File: src/rtl/regfile.sv
// regfile: 31 x 32-bit register file with a hardwired-zero entry at ZERO_REG.
// Two combinational read ports, one synchronous write port, async active-high
// reset. Optional write-to-read bypass is enabled by defining RF_BYPASS_EN.
module regfile #(
    parameter int ZERO_REG = 31
) (
    input  logic        clk,
    input  logic        rst,
    input  logic        rf_we,
    input  logic [4:0]  rf_w_addr,
    input  logic [31:0] rf_w_data,
    input  logic [4:0]  ra1,
    input  logic [4:0]  ra2,
    output logic [31:0] rd1,
    output logic [31:0] rd2,
    output logic        ra1_hit,
    output logic        ra2_hit
);

    localparam logic [4:0] ZR = 5'(ZERO_REG);

    logic [31:0] regs_q [32];
    logic [31:0] regs_d [32];
    logic        wr_act;

    // Writes to the zero register are dropped here so they never reach state.
    assign wr_act = rf_we && (rf_w_addr != ZR);

    // Next-state: only the addressed entry changes, and only on a live write.
    always_comb begin
        regs_d = regs_q;
        if (wr_act)
            regs_d[rf_w_addr] = rf_w_data;
    end

    // Storage; the ZERO_REG slot is held at zero and trims away in synthesis.
    always_ff @(posedge clk or posedge rst) begin
        if (rst) begin
            for (int i = 0; i < 32; i++)
                regs_q[i] <= '0;
        end else begin
            for (int i = 0; i < 32; i++)
                regs_q[i] <= (i == ZERO_REG) ? 32'h0 : regs_d[i];
        end
    end

`ifdef RF_BYPASS_EN
    // Forward the in-flight write data to a matching read port.
    always_comb begin
        ra1_hit = !rst && wr_act && (ra1 == rf_w_addr);
        ra2_hit = !rst && wr_act && (ra2 == rf_w_addr);
    end
`else
    // No forwarding: readers see the pre-write value during the write cycle.
    always_comb begin
        ra1_hit = 1'b0;
        ra2_hit = 1'b0;
    end
`endif

    // Read muxes; reset and the zero register both force zero.
    always_comb begin
        if (rst || ra1 == ZR) rd1 = 32'h0;
        else if (ra1_hit)     rd1 = rf_w_data;
        else                  rd1 = regs_q[ra1];
        if (rst || ra2 == ZR) rd2 = 32'h0;
        else if (ra2_hit)     rd2 = rf_w_data;
        else                  rd2 = regs_q[ra2];
    end

endmodule
File: config.mk
export PLATFORM = sky130hd
export DESIGN_NAME = regfile
export DESIGN_NICKNAME = d
export VERILOG_FILES = /design/src/rtl/regfile.sv
export SDC_FILE = /design/constraint.sdc
export NUM_CORES = 2
export LEC_CHECK = 0
export BUFFER_PORTS_ARGS = -buffer_cell sky130_fd_sc_hd__buf_2
export CAP_MARGIN = 20
export CORE_MARGIN = 2
export CORE_UTILIZATION = 40
export CTS_CLUSTER_SIZE = 12
export DETAILED_ROUTE_END_ITERATION = 12
export GPL_ROUTABILITY_DRIVEN = 0
export PLACE_DENSITY = 0.67
export SLEW_MARGIN = 20
export SYNTH_ARGS = -nofsm -noshare
export SYNTH_HDL_FRONTEND = slang
export SYNTH_SLANG_ARGS = --single-unit
File: constraint.sdc
create_clock -name clk -period 36.2 [get_ports clk]
set_input_delay 1.81 -clock clk [delete_from_list [all_inputs] [get_ports clk]]
set_output_delay 1.81 -clock clk [all_outputs]
set_load 0.01 [all_outputs]
==> flow_metrics.tcl <==
set metrics [dict create \
    cts_made_buffers 101 \
    first_pass_iters 5 \
    fin_crit_ns 7.52 \
    p_switching_mw 0.888 \
    reg2regPathDepth 1 \
    ys.flop_type "dfrtp_1" \
    overflow 0 \
    stdcell_count 5391 \
    clockRootBuffer "clkbuf_16" \
    peakVddDrop_v 0.0000358 \
    min_from "regs_q[366]" \
    row_count 133 \
    maxSlewViolCount 0 \
    io_pins 116 \
    hold_class "reg -> reg" \
    rsz0062_at_grt "false" \
    fin_util 0.441 \
    cts_setup_buffers 0 \
    tns_ns 0 \
    nFillCells 11700 \
    clkLatencyLatePin_ns 0.69 \
    yosysSeqAreaShare 0.467 \
    placed_cell_area_um2 55000 \
    coreArea_um2 132000 \
    regMostFlops "regs_q" \
    comb_power_share 0.209 \
    top_regs "regs_q (992)" \
    ctsLongestPathBuffers 3 \
    drive_gt1_frac 0.491 \
    ctsResizeCount 0 \
    fin_nets 3624 \
    synth.area.top_cells "dfrtp_1, mux2_2, mux4_2" \
    start_kind "input pin" \
    end_kind "primary output" \
    synth_top_area_cell "dfrtp_1" \
    largest_reg_flops 992 \
    pwr-share-seq 0.470 \
    max_clock_freq_mhz 133 \
    via_per_inst 6.60 \
    worst_slew_pin_slew_ns 1.18 \
    path_clk_slew_ns 0.06 \
    ff_latch_area_um2 24800 \
    crit_type "in -> out" \
    ff2ff_setup_slack_ns 35.37 \
    crit_slowest_cell "buf_4" \
    p_leak_nw 24.8 \
    die_w_um 368 \
    num_vias 35600 \
    rr_endpoint "regs_q[348]" \
    synth_top_area_share 0.467 \
    netlist_area_um2 53100 \
    cp.required_ns 34.39 \
    p_sw_frac 0.281 \
    critPathMostFrequentCell "buf_4" \
    hold_end "regs_q[366]" \
    synthToLayoutAreaGrowth_pct 9.31 \
    status "finished, final reports clean" \
    grt_max_degree 179 \
    critical-path-top-delay-family "buffers and inverters" \
    grt_use_total 0.258 \
    ys_warn_count 0 \
    synthCells 3670 \
    dp.cells 5226 \
    drc 0 \
    synth_top_cells_by_count "mux2_2, dfrtp_1, mux4_2" \
    max_stage_delay_ns 0.87 \
    setup_violations 0 \
    synth-seq-cells 992 \
    hold_viol_final 0 \
    multi_input_area_um2 26500 \
    synth-edff-count 0 \
    pwr-share-clk 0.321 \
    cts_tree "yes" \
    start_util 0.404 \
    die_y_um 368 \
    dp_hpwl_um 98600 \
    antenna_found_initial 9 \
    cellPowerDensity_nw_per_um2 54.4 \
    finClkSkew_ns 0 \
    min_path_cells 1 \
    final.period_utilization 0.208 \
    p_int_mw 2.27 \
    relSlewSlack 0.212 \
    routed_wl_um 176000 \
    die_area_um2 136000 \
    htreeDepth 3 \
    timing.critical_path.buf_inv 4 \
    drt_iter0_drc 4130 \
    cap_violations 0 \
    cp.arrival_ns 5.71 \
    hold_buffers 0 \
    drtAntennaViolNets 0 \
    grt_pass1_vias 35600 \
    syn_avg_cell_area_um2 14.5 \
    cts.sinks 992 \
    synth_cell_types 39 \
    timing.hold.ws_ns 0.505 \
    yosysMostFrequentCell "mux2_2" \
    portBuffers 113 \
    r2r-start "regs_q[348]" \
    synthArstFlopShare 1.00 \
    wire_per_inst_um 32.7 \
    grt_pass1_wl_um 256000 \
    fin_area_um2 58100 \
    path_cells "buf_8 > buf_4 > buf_4 > mux4_2 > a221oi_1 > a32oi_1 > buf_2" \
    crit_fanout 70 \
]
kinds of logic after synthesis:
| family | share of synthesized area |
|---|---|
| multiplexers | 0.419 |
| flip-flops | 0.467 |
| AO/OA/AOI/OAI | 0.0592 |
| AND/OR/NAND/NOR | 0.0155 |
| buffers and inverters | 0.0391 |
| other | 0.0000706 |
metrics by stage:
| stage | power (mW) | setup slack, ns |
|---|---|---|
| finish | 3.16 | 28.68 |
| global route | 3.29 | 28.44 |
| CTS | 3.16 | 28.75 |
| detailed placement | 2.15 | 28.75 |
| global placement | 2.13 | 28.75 |
| floorplan | 1.97 | 6.46 |
cell type report:
| class | count | area share |
|---|---|---|
| tap | 1755 | 0.0378 |
| sequential | 992 | 0.427 |
| antenna | 4 | 0.000172 |
| clock buffer | 145 | 0.0509 |
| multi-input combinational | 2239 | 0.456 |
| clock inverter | 16 | 0.00192 |
| timing repair buffer | 203 | 0.0233 |
| inverter | 37 | 0.00252 |
cell usage in the layout, fill, tap and decap left out, types with 6 or more instances in the layout:
cell type     n
inv_1        34
o21ai_1      10
mux4_2      366
mux2_2     1018
a221oi_1    109
nor2_4       23
a32oi_1      63
dfrtp_1     992
nand2_1     103
nand2_2      15
clkbuf_1     20
a22oi_1      22
o221ai_1     64
o21ai_0      80
o211ai_1     46
buf_4        86
buf_2       107
mux2i_1     228
nand3_1      22
a21oi_1      11
buf_8         6
mux2_1       24
clkbuf_16   103
clkbuf_8     22
clkinv_2     13
power groups by stage:
stage / clock network (mW) / registers (mW) / logic, mW
after floorplan: 0 / 1.45 / 0.518
after global placement: 0 / 1.48 / 0.642
after detailed placement: 0 / 1.50 / 0.657
after CTS: 1.03 / 1.48 / 0.658
after global routing: 1.07 / 1.51 / 0.704
final: 1.01 / 1.48 / 0.661
per-layer routing:
layer / vias to the layer above / track usage / part of all wire
li1: 14100 / - / -
met1: 19200 / 0.367 / 0.41
met2: 1954 / 0.377 / 0.44
met3: 408 / 0.0766 / 0.11
met4: 0 / 0.0827 / 0.037
met5: - / 0 / 0
how the worst max path moves through the flow:
stage,startpoint,endpoint,slack (ns),depth (start not counted)
2_1_floorplan,rst,regs_q[1000],6.46,1
3_3_place_gp,ra1[1],rd1[19],28.75,8
3_5_place_dp,ra1[1],rd1[19],28.75,8
4_1_cts,ra1[1],rd1[19],28.75,8
5_1_grt,ra1[1],rd1[19],28.44,8
6_report,ra1[1],rd1[30],28.68,7
(Power assumes the default switching activity.)
